--- config.mk ---
export PLATFORM = sky130hd
export DESIGN_NAME = ntt_bf_stage_flat
export DESIGN_NICKNAME = d
export VERILOG_FILES = /design/src/rtl/ntt_bf_stage_if.sv /design/src/rtl/ntt_bf_stage.sv /design/src/flat_wrapper.sv
export SDC_FILE = /design/constraint.sdc
export NUM_CORES = 1
export LEC_CHECK = 0
export BUFFER_PORTS_ARGS = -buffer_cell sky130_fd_sc_hd__buf_2
export CAP_MARGIN = 20
export CORE_MARGIN = 3
export CORE_UTILIZATION = 65
export CTS_CLUSTER_DIAMETER = 40
export DETAILED_ROUTE_END_ITERATION = 12
export PLACE_DENSITY = 0.86
export REMOVE_ABC_BUFFERS = 1
export SLEW_MARGIN = 20
export SYNTH_ARGS = -nofsm -noshare
export SYNTH_HDL_FRONTEND = slang
export SYNTH_SLANG_ARGS = --single-unit
--- constraint.sdc ---
create_clock -name clk -period 19.4 [get_ports clk]
set_clock_uncertainty 0.15 [all_clocks]
set_input_delay 0.97 -clock clk [delete_from_list [all_inputs] [get_ports clk]]
set_output_delay 0.97 -clock clk [all_outputs]
set_load 0.05 [all_outputs]
--- src/rtl/ntt_bf_stage_if.sv ---
// Stream, result and twiddle-ROM signals of one NTT/INTT butterfly stage.
// The slave modport is the stage's view; master is the surrounding datapath.
interface ntt_bf_stage_if #(
    parameter int unsigned DATA_WIDTH = 12,
    parameter int unsigned LOG_N      = 8
);
    logic                  mode;
    logic                  intt_halve;
    logic                  in_valid;
    logic                  in_ready;
    logic [DATA_WIDTH-1:0] in_a;
    logic [DATA_WIDTH-1:0] in_b;
    logic                  out_valid;
    logic                  out_ready;
    logic [DATA_WIDTH-1:0] out_a;
    logic [DATA_WIDTH-1:0] out_b;
    logic                  out_last;
    logic                  out_mode;
    logic                  rom_en;
    logic [LOG_N-2:0]      rom_addr;
    logic [DATA_WIDTH-1:0] rom_data;

    modport slave (
        input  mode, intt_halve, in_valid, in_a, in_b, out_ready, rom_data,
        output in_ready, out_valid, out_a, out_b, out_last, out_mode, rom_en, rom_addr
    );

    modport master (
        output mode, intt_halve, in_valid, in_a, in_b, out_ready, rom_data,
        input  in_ready, out_valid, out_a, out_b, out_last, out_mode, rom_en, rom_addr
    );
endinterface

--- src/rtl/ntt_bf_stage.sv ---
// Self-timed radix-2 butterfly stage: CT for NTT, GS (optionally halved) for INTT,
// with ready/valid backpressure, per-frame mode latching and twiddle addressing.
module ntt_bf_stage #(
    parameter int unsigned DATA_WIDTH = 12,
    parameter int unsigned Q          = 3329,
    parameter int unsigned LOG_N      = 8,
    parameter int unsigned STAGE      = 0,
    parameter int unsigned MUL_LAT    = 3
) (
    input logic           clk,
    input logic           rst_n,
    ntt_bf_stage_if.slave bus
);
    localparam int unsigned     DW   = DATA_WIDTH;
    localparam int unsigned     CW   = LOG_N - 1;
    localparam int unsigned     PW   = 2 * DATA_WIDTH;
    localparam logic [DW:0]     QX   = (DW + 1)'(Q);
    localparam logic [PW-1:0]   QP   = PW'(Q);
    localparam logic [CW-1:0]   BASE = CW'(1) << STAGE;
    localparam logic [CW-1:0]   LAST = '1;

    function automatic logic [DW-1:0] f_add(input logic [DW-1:0] x, input logic [DW-1:0] y);
        logic [DW:0] s;
        s = {1'b0, x} + {1'b0, y};
        if (s >= QX) s = s - QX;
        return s[DW-1:0];
    endfunction

    function automatic logic [DW-1:0] f_sub(input logic [DW-1:0] x, input logic [DW-1:0] y);
        logic [DW:0] s;
        if (x >= y) s = {1'b0, x} - {1'b0, y};
        else        s = {1'b0, x} + QX - {1'b0, y};
        return s[DW-1:0];
    endfunction

    // Division by two mod Q: odd values borrow one Q so the shift is exact.
    function automatic logic [DW-1:0] f_halve(input logic [DW-1:0] x);
        logic [DW:0] s;
        s = x[0] ? ({1'b0, x} + QX) : {1'b0, x};
        return s[DW:1];
    endfunction

    logic          w_adv, w_acc, w_mode, w_halve;
    logic [DW-1:0] w_pre_c, w_pre_x, w_m, w_c, w_oa, w_ob;

    logic [CW-1:0] r_cnt;
    logic          r_frame_mode, r_frame_halve;
    logic          r_s0_valid, r_s0_mode, r_s0_halve, r_s0_last;
    logic [DW-1:0] r_s0_a, r_s0_b;
    logic          r_s1_valid, r_s1_mode, r_s1_halve, r_s1_last;
    logic [DW-1:0] r_s1_c, r_s1_x, r_s1_w;
    logic          r_mv [MUL_LAT];
    logic          r_mm [MUL_LAT];
    logic          r_mh [MUL_LAT];
    logic          r_ml [MUL_LAT];
    logic [DW-1:0] r_mc [MUL_LAT];
    logic [PW-1:0] r_mp [MUL_LAT];
    logic          r_out_valid, r_out_last, r_out_mode;
    logic [DW-1:0] r_out_a, r_out_b;

    assign w_adv   = !(r_out_valid && !bus.out_ready);
    assign w_acc   = bus.in_valid && w_adv;
    assign w_mode  = (r_cnt == '0) ? bus.mode : r_frame_mode;
    assign w_halve = (r_cnt == '0) ? bus.intt_halve : r_frame_halve;

    assign bus.in_ready  = w_adv;
    assign bus.rom_en    = w_acc;
    assign bus.rom_addr  = BASE + (r_cnt >> (CW - STAGE));
    assign bus.out_valid = r_out_valid;
    assign bus.out_a     = r_out_a;
    assign bus.out_b     = r_out_b;
    assign bus.out_last  = r_out_last;
    assign bus.out_mode  = r_out_mode;

    // INTT does its add/sub before the multiply, NTT after it.
    assign w_pre_c = r_s0_mode ? f_add(r_s0_a, r_s0_b) : r_s0_a;
    assign w_pre_x = r_s0_mode ? f_sub(r_s0_a, r_s0_b) : r_s0_b;

    assign w_m = DW'(r_mp[MUL_LAT-1] % QP);
    assign w_c = r_mc[MUL_LAT-1];

    always_comb begin
        w_oa = w_c;
        w_ob = w_m;
        if (!r_mm[MUL_LAT-1]) begin
            w_oa = f_add(w_c, w_m);
            w_ob = f_sub(w_c, w_m);
        end else if (r_mh[MUL_LAT-1]) begin
            w_oa = f_halve(w_c);
            w_ob = f_halve(w_m);
        end
    end

    always_ff @(posedge clk or negedge rst_n) begin
        if (!rst_n) begin
            r_cnt         <= '0;
            r_frame_mode  <= 1'b0;
            r_frame_halve <= 1'b0;
            r_s0_valid    <= 1'b0;
            r_s0_mode     <= 1'b0;
            r_s0_halve    <= 1'b0;
            r_s0_last     <= 1'b0;
            r_s0_a        <= '0;
            r_s0_b        <= '0;
            r_s1_valid    <= 1'b0;
            r_s1_mode     <= 1'b0;
            r_s1_halve    <= 1'b0;
            r_s1_last     <= 1'b0;
            r_s1_c        <= '0;
            r_s1_x        <= '0;
            r_s1_w        <= '0;
            for (int i = 0; i < MUL_LAT; i++) begin
                r_mv[i] <= 1'b0;
                r_mm[i] <= 1'b0;
                r_mh[i] <= 1'b0;
                r_ml[i] <= 1'b0;
                r_mc[i] <= '0;
                r_mp[i] <= '0;
            end
            r_out_valid   <= 1'b0;
            r_out_last    <= 1'b0;
            r_out_mode    <= 1'b0;
            r_out_a       <= '0;
            r_out_b       <= '0;
        end else if (w_adv) begin
            if (w_acc) begin
                r_cnt <= r_cnt + CW'(1);
                if (r_cnt == '0) begin
                    r_frame_mode  <= bus.mode;
                    r_frame_halve <= bus.intt_halve;
                end
            end
            r_s0_valid <= bus.in_valid;
            r_s0_mode  <= w_mode;
            r_s0_halve <= w_halve;
            r_s0_last  <= (r_cnt == LAST);
            r_s0_a     <= bus.in_a;
            r_s0_b     <= bus.in_b;
            // ROM output holds while stalled, so it is still this beat's twiddle here.
            r_s1_valid <= r_s0_valid;
            r_s1_mode  <= r_s0_mode;
            r_s1_halve <= r_s0_halve;
            r_s1_last  <= r_s0_last;
            r_s1_c     <= w_pre_c;
            r_s1_x     <= w_pre_x;
            r_s1_w     <= bus.rom_data;
            r_mv[0]    <= r_s1_valid;
            r_mm[0]    <= r_s1_mode;
            r_mh[0]    <= r_s1_halve;
            r_ml[0]    <= r_s1_last;
            r_mc[0]    <= r_s1_c;
            r_mp[0]    <= PW'(r_s1_x) * PW'(r_s1_w);
            for (int i = 1; i < MUL_LAT; i++) begin
                r_mv[i] <= r_mv[i-1];
                r_mm[i] <= r_mm[i-1];
                r_mh[i] <= r_mh[i-1];
                r_ml[i] <= r_ml[i-1];
                r_mc[i] <= r_mc[i-1];
                r_mp[i] <= r_mp[i-1];
            end
            r_out_valid <= r_mv[MUL_LAT-1];
            r_out_last  <= r_ml[MUL_LAT-1];
            r_out_mode  <= r_mm[MUL_LAT-1];
            r_out_a     <= w_oa;
            r_out_b     <= w_ob;
        end
    end
endmodule

--- src/flat_wrapper.sv ---
// flat-port wrapper written by rule: the top's interface ports become plain ports
module ntt_bf_stage_flat 
#(
    parameter int unsigned DATA_WIDTH = 12,
    parameter int unsigned Q          = 3329,
    parameter int unsigned LOG_N      = 8,
    parameter int unsigned STAGE      = 0,
    parameter int unsigned MUL_LAT    = 3
)
  (clk, rst_n, bus_mode, bus_intt_halve, bus_in_valid, bus_in_a, bus_in_b, bus_out_ready, bus_rom_data, bus_in_ready, bus_out_valid, bus_out_a, bus_out_b, bus_out_last, bus_out_mode, bus_rom_en, bus_rom_addr);
  ntt_bf_stage_if #(.DATA_WIDTH(DATA_WIDTH), .LOG_N(LOG_N)) bus_i ();
  input logic clk;
  input logic rst_n;
  input wire logic [$bits(bus_i.mode)-1:0] bus_mode;
  input wire logic [$bits(bus_i.intt_halve)-1:0] bus_intt_halve;
  input wire logic [$bits(bus_i.in_valid)-1:0] bus_in_valid;
  input wire logic [$bits(bus_i.in_a)-1:0] bus_in_a;
  input wire logic [$bits(bus_i.in_b)-1:0] bus_in_b;
  input wire logic [$bits(bus_i.out_ready)-1:0] bus_out_ready;
  input wire logic [$bits(bus_i.rom_data)-1:0] bus_rom_data;
  output wire logic [$bits(bus_i.in_ready)-1:0] bus_in_ready;
  output wire logic [$bits(bus_i.out_valid)-1:0] bus_out_valid;
  output wire logic [$bits(bus_i.out_a)-1:0] bus_out_a;
  output wire logic [$bits(bus_i.out_b)-1:0] bus_out_b;
  output wire logic [$bits(bus_i.out_last)-1:0] bus_out_last;
  output wire logic [$bits(bus_i.out_mode)-1:0] bus_out_mode;
  output wire logic [$bits(bus_i.rom_en)-1:0] bus_rom_en;
  output wire logic [$bits(bus_i.rom_addr)-1:0] bus_rom_addr;
  assign bus_i.mode = bus_mode;
  assign bus_i.intt_halve = bus_intt_halve;
  assign bus_i.in_valid = bus_in_valid;
  assign bus_i.in_a = bus_in_a;
  assign bus_i.in_b = bus_in_b;
  assign bus_i.out_ready = bus_out_ready;
  assign bus_i.rom_data = bus_rom_data;
  assign bus_in_ready = bus_i.in_ready;
  assign bus_out_valid = bus_i.out_valid;
  assign bus_out_a = bus_i.out_a;
  assign bus_out_b = bus_i.out_b;
  assign bus_out_last = bus_i.out_last;
  assign bus_out_mode = bus_i.out_mode;
  assign bus_rom_en = bus_i.rom_en;
  assign bus_rom_addr = bus_i.rom_addr;
  ntt_bf_stage #(.DATA_WIDTH(DATA_WIDTH), .Q(Q), .LOG_N(LOG_N), .STAGE(STAGE), .MUL_LAT(MUL_LAT)) u_core (.clk(clk), .rst_n(rst_n), .bus(bus_i));
endmodule
# Yosys cells after proc, flatten, opt, wreduce, memory -nomap -nowiden
# Cells that the tools add are included.
dict set report word_totals {
  reg_bits 224
  latch_bits 0
  mem_bits_rw 0
  mem_bits_ro 0
  out_inout_bits 36
  mem_count 0
}
dict set report op_classes {
  n_addsub 12
  mul 1
  div_mod_pow 1
  order_cmp 4
  eq_ne 1
  n_shift 0
  mux 14
  bitwise_logic 1
  n_reduce_logical 6
}
# operator count
set op_table {}
lappend op_table {{two-way mux 12 bit} 10}
lappend op_table {{subtractor 12 bit} 4}
lappend op_table {{adder 12 x 12 -> 13 bit} 2}
lappend op_table {{adder 12 x 12 -> 13 bit, second input constant} 2}
lappend op_table {{greater-or-equal comparator 13 x 12 -> 1 bit, second input constant} 2}
lappend op_table {{two-way mux 13 bit} 2}
lappend op_table {{greater-or-equal comparator 12 bit} 2}
lappend op_table {{remainder unit 24 x 12 -> 24 bit, second input constant} 1}
lappend op_table {{multiplier 12 x 12 -> 24 bit} 1}
lappend op_table {{subtractor 12 bit, second input constant} 2}
lappend op_table {{adder 12 bit, second input constant} 1}
lappend op_table {{adder 7 x 1 -> 7 bit, second input constant} 1}
lappend op_table {{== test 7 bit, second input constant} 1}
lappend op_table {{zero test 7 bit} 1}
lappend op_table {{logical AND 1 bit} 2}
lappend op_table {{zero test 1 bit} 2}
lappend op_table {{two-way mux 1 bit} 2}
lappend op_table {{AND reduction 2 bit} 1}
lappend op_table {{inverter 1 bit} 1}

# Logic depth before layout (Yosys ltp)
dict set report depth {
  word_depth 5
  depth_mapped 79
  ltp_nobuf 67
}

# Worst setup path after synthesis
# Ideal clock, no wire load.
dict set report synth_timing {
  path_kind {register to register}
  startpoint {register u_core.r_mp[13] in the netlist's numbering}
  endpoint {register u_core.r_out_a[10], in the netlist u_core.bus.out_a[10]}
  setup_time_ns 0.164
  arrival_ns 15.500
  t_required_ns 19.086
  path_slack_ns 3.586
  path_stages_with_launch 72
  cell_sequence {dfrtp_1 buf_2 or4_1 buf_2 a211o_1 o211ai_2 buf_2 a2111oi_0 a2bb2oi_1 or4b_1 buf_2 and3_4 or4_4 nand3_2 o2111ai_2 a2111oi_4 o31ai_1 a21oi_1 [36 not listed] o21ai_0 nand2_1 a21oi_1 o21bai_1 a21oi_1 o21bai_1 a21oi_1 o21bai_1 xor2_1 a21boi_0 a31oi_1 nor2_1 nor2_1 a21o_1 o22ai_1 xor2_1 o21ai_0 a21oi_1}
}
dict set report synth_via {
  elab_chain_cells 5
}
# item line
set synth_rtl {}
lappend synth_rtl {{from (decl)} ntt_bf_stage.sv:57} ;# logic [PW-1:0] r_mp [MUL_LAT];
lappend synth_rtl {{from (signal, indexed assignment)} ntt_bf_stage.sv:159} ;# r_mp[i] <= r_mp[i-1];
lappend synth_rtl {{remainder unit 24 x 12 -> 24 bit (*)} ntt_bf_stage.sv:79} ;# assign w_m = DW'(r_mp[MUL_LAT-1] % QP);
lappend synth_rtl {{adder 12 x 12 -> 13 bit (*)} ntt_bf_stage.sv:24} ;# s = {1'b0, x} + {1'b0, y};
lappend synth_rtl {{subtractor 12 bit or greater-or-equal comparator 13 x 12 -> 1 bit (tied branches)} ntt_bf_stage.sv:25} ;# if (s >= QX) s = s - QX;
lappend synth_rtl {{two-way mux 12 bit (*)} ntt_bf_stage.sv:25}
lappend synth_rtl {{two-way mux 12 bit (*)} ntt_bf_stage.sv:85} ;# if (!r_mm[MUL_LAT-1]) begin
lappend synth_rtl {{to (signal assigned)} ntt_bf_stage.sv:164} ;# r_out_a <= w_oa;
lappend synth_rtl {{to (decl)} ntt_bf_stage.sv:59} ;# logic [DW-1:0] r_out_a, r_out_b;
# Every way passes the cells marked *; elsewhere a longest branch is shown, timed or not.
# A chain may end at the register's enable or synchronous reset.

# Final worst setup path
# Ends and elaborated chain as after synthesis.

==> reports/metrics.json <==
{
  "cpMostUsedCell": {"value": "a21oi_1"},
  "routed_wirelength": {"value": 59910, "unit": "um"},
  "achievable-frequency": {"value": 0.05516, "unit": "GHz"},
  "coreArea": {"value": 35740, "unit": "um2"},
  "h-tree-depth": {"value": 1},
  "worstSkewPairLatency": {"value": 0.58, "unit": "ns"},
  "synth_cells": {"value": 2997},
  "starting_density_of_the_core": {"value": 66.28, "unit": "%"},
  "global_route.usage.total": {"value": 30.55, "unit": "%"},
  "cts_buf_count": {"value": 30},
  "num_vias": {"value": 21610},
  "n_antenna_cell": {"value": 0},
  "drt_drc_violations_left": {"value": 0},
  "die_boundary_width": {"value": 196.9, "unit": "um"},
  "setup.reg_to_reg.worst_slack": {"value": 1.27, "unit": "ns"},
  "synth-warning-count": {"value": 0},
  "path_class": {"value": "flop to flop"},
  "area_overhead_of_the_layout_relative_to_synthesis": {"value": 7.004, "unit": "%"},
  "min_path_type": {"value": "primary input to asynchronous set/reset pin"},
  "hold_viol_final": {"value": 0},
  "post_cts_hold_buffer_count": {"value": 0},
  "floorplan.die_area": {"value": 38770, "unit": "um2"},
  "antenna_violations_before_repair": {"value": 0},
  "cts_max_path_buffers": {"value": 3},
  "critical_path_arrival": {"value": 18.40, "unit": "ns"},
  "synth-seq-area-share": {"value": 23.66, "unit": "%"},
  "layout_worst_path_cycle_share": {"value": 93.45, "unit": "%"},
  "detailedRoute.firstPassIterationCount": {"value": 6},
  "yosys.cell_count.top_type": {"value": "nand2_1"},
  "io_buffer_count": {"value": 70},
  "final_setup_tns": {"value": 0, "unit": "ns"},
  "number_of_failing_setup_endpoints_in_the_final_timing_report": {"value": 0},
  "maxCapViolCount": {"value": 0},
  "drive_gt1_share": {"value": 9.258, "unit": "%"},
  "placementRows": {"value": 69},
  "wire_length_of_the_first_global_routing_pass": {"value": 100500, "unit": "um"},
  "clk_root_buffer_cell": {"value": "clkbuf_16"},
  "worst-endpoint-required": {"value": 19.67, "unit": "ns"},
  "cts.clk_slew.worst_paths": {"value": 0.06, "unit": "ns"},
  "final_max_slew_viol_count": {"value": 0},
  "slowest_stage": {"value": "or4b_1"},
  "fp.dieH": {"value": 196.9, "unit": "um"},
  "crit_path_start_kind": {"value": "flop"},
  "setup.worst_path.end_class": {"value": "flop"},
  "synthTopCellsByArea": {"value": "dfrtp_1, nand2_1, fa_1"},
  "clock_tree_from_tritoncts": {"value": "done"},
  "gp_congestion": {"value": 0.9732},
  "synth.avg_cell_area": {"value": 7.904, "unit": "um2"},
  "yosys_most_used_dff": {"value": "dfrtp_1"},
  "floorplan.io_pins": {"value": 78},
  "maximum_number_of_pins_on_one_net_before_global_route_repair": {"value": 126},
  "filler_cell_count": {"value": 2759},
  "regToRegEndpoint": {"value": "u_core.bus.out_a[10]$_DFFE_PN0N_"},
  "avgRoutedWirePerCell": {"value": 17.35, "unit": "um"},
  "grt_pass1_vias": {"value": 21000},
  "synth_enable_flop_cells": {"value": 0},
  "synth.distinct_cells": {"value": 126},
  "detail_route.iter0.violations": {"value": 1841},
  "reg2reg_depth": {"value": 65},
  "critical_path.reg2reg.startpoint": {"value": "u_core.r_mp[13]$_DFFE_PN0N_"},
  "run_status": {"value": "finished, final reports clean"},
  "detailedPlacementHpwl": {"value": 44060, "unit": "um"},
  "post_synth_most_frequent_cells": {"value": "nand2_1, nor2_1, dfrtp_1"},
  "synth_top_area_share": {"value": 23.66, "unit": "%"},
  "design.final.nets": {"value": 3271},
  "max_slew_margin": {"value": 32.32, "unit": "%"},
  "mappedNetlistArea": {"value": 23690, "unit": "um2"},
  "post-synth-top-area-cell": {"value": "dfrtp_1"},
  "cts.sink_count": {"value": 224},
  "final_period_minus_worst_setup_slack": {"value": 18.13, "unit": "ns"},
  "crit_fanout": {"value": 14},
  "ys_ff_latch": {"value": 224},
  "detail-route-antenna-nets": {"value": 0},
  "timing.critical_path.slowest_cell_delay": {"value": 0.65, "unit": "ns"},
  "worst-slew-pin-transition": {"value": 1.015, "unit": "ns"},
  "detail_route.vias_per_cell": {"value": 6.259},
  "ys_async_rst_share": {"value": 100.0, "unit": "%"},
  "grt_overflow": {"value": 0}
}
-- per-stage QoR --
step / cells / setup WS [ns] / hold WS [ns] / cell area [um2] / util [%]
floorplan: 2843 / 2.180 / 0.2800 / 23040 / -
global placement: 3392 / 1.293 / 0.2906 / 24120 / 67.49
detailed placement: 3392 / 0.7172 / 0.2974 / 24120 / 67.49
CTS: 3448 / 0.6317 / 0.2399 / 25170 / 70.41
global route: 3453 / -0.03586 / 0.2594 / 25350 / 70.92
finish: 3453 / 1.271 / 0.2014 / 25350 / 70.92
-- cell families (layout without fill, tap and decap cells) --
kind of cell | after synthesis | in the layout | synth area share (%)
buf+inv | 381 | 371 | 6.349
compound gates | 711 | 711 | 20.55
flops | 224 | 224 | 23.66
fa+ha+maj | 265 | 265 | 17.54
mux | 35 | 35 | 1.542
simple gates | 1188 | 1188 | 22.89
xor+xnor | 191 | 191 | 7.442
other cells | 2 | 7 | 0.03170
-- sequential cells by signal (all words and copies together), names as in the netlist, 12 cells and up --
name and flops:
u_core.r_s0_b 12, u_core.r_s1_w 12, u_core.r_s1_x 12, u_core.r_s0_a 12, u_core.bus.out_b 12, u_core.r_mp 72, u_core.r_mc 24, u_core.bus.out_a 12
u_core.r_s1_c 12, u_core.w_c 12
-- how the worst max path moves through the flow --
stage,from,end,slack (ns),depth (start not counted)
after floorplan,bus_out_ready,bus_rom_en,2.18,4
after global placement,u_core.r_mp[13]$_DFFE_PN0N_,u_core.bus.out_a[10]$_DFFE_PN0N_,1.29,67
after detailed placement,u_core.r_mp[13]$_DFFE_PN0N_,u_core.bus.out_a[10]$_DFFE_PN0N_,0.72,67
after global routing,u_core.r_mp[13]$_DFFE_PN0N_,u_core.bus.out_a[7]$_DFFE_PN0N_,-0.04,67
after CTS,u_core.r_mp[13]$_DFFE_PN0N_,u_core.bus.out_a[7]$_DFFE_PN0N_,0.63,67
final,u_core.r_mp[13]$_DFFE_PN0N_,u_core.bus.out_a[10]$_DFFE_PN0N_,1.27,65
-- worst max-delay path, delay by kind of cell (launching register included) --
kind | cells | cell delay, ns
compound gates | 35 | 8.64
xor+xnor | 5 | 1.30
fa+ha+maj | 3 | 0.92
buf+inv | 2 | 0.26
flops | 1 | 0.49
mux | 1 | 0.30
simple gates | 19 | 5.89
-- cell type report --
cell class	count	area, um2	area share (%)
clock buffer	34	765.7	3.021
clock inverter	22	279.0	1.101
inverter	222	838.3	3.307
multi-input combinational	2397	16750	66.07
sequential	224	5607	22.12
tap	461	576.8	2.276
timing repair buffer	93	533.0	2.103
-- layer usage --
layer	track usage, %	routed length [um]
met5	0	0
met4	9.504	1610
met3	3.333	4041
met2	51.92	29170
met1	41.50	25080
-- cells in the final DEF, fill, tap and decap left out, types with 15 or more instances in the layout --
| master | instances |
|---|---|
| o22ai_1 | 15 |
| o21bai_1 | 20 |
| inv_1 | 212 |
| and3_1 | 17 |
| a21oi_1 | 139 |
| clkbuf_16 | 30 |
| mux2i_1 | 26 |
| o21ai_0 | 179 |
| or3_1 | 17 |
| xor2_1 | 57 |
| a211oi_1 | 29 |
| dfrtp_1 | 223 |
| nor2_1 | 225 |
| buf_4 | 23 |
| xnor2_1 | 116 |
| nand3_1 | 49 |
| and2_1 | 70 |
| nor4_1 | 16 |
| buf_2 | 69 |
| o31ai_1 | 16 |
| ha_1 | 148 |
| a31oi_1 | 35 |
| nand4_1 | 15 |
| nand2_1 | 624 |
| fa_1 | 113 |
| a21o_1 | 33 |
| nor3_1 | 57 |
| o211ai_1 | 32 |
| o21ai_1 | 25 |
-- timing repair --
action	4_1_cts	5_1_grt
endpoints found under the setup margin	0	24
setup buffers	0	5
gates resized for setup	0	26
Power is not shown: default switching activity piles up to over one toggle a cycle in this logic, so the estimate is an artifact.
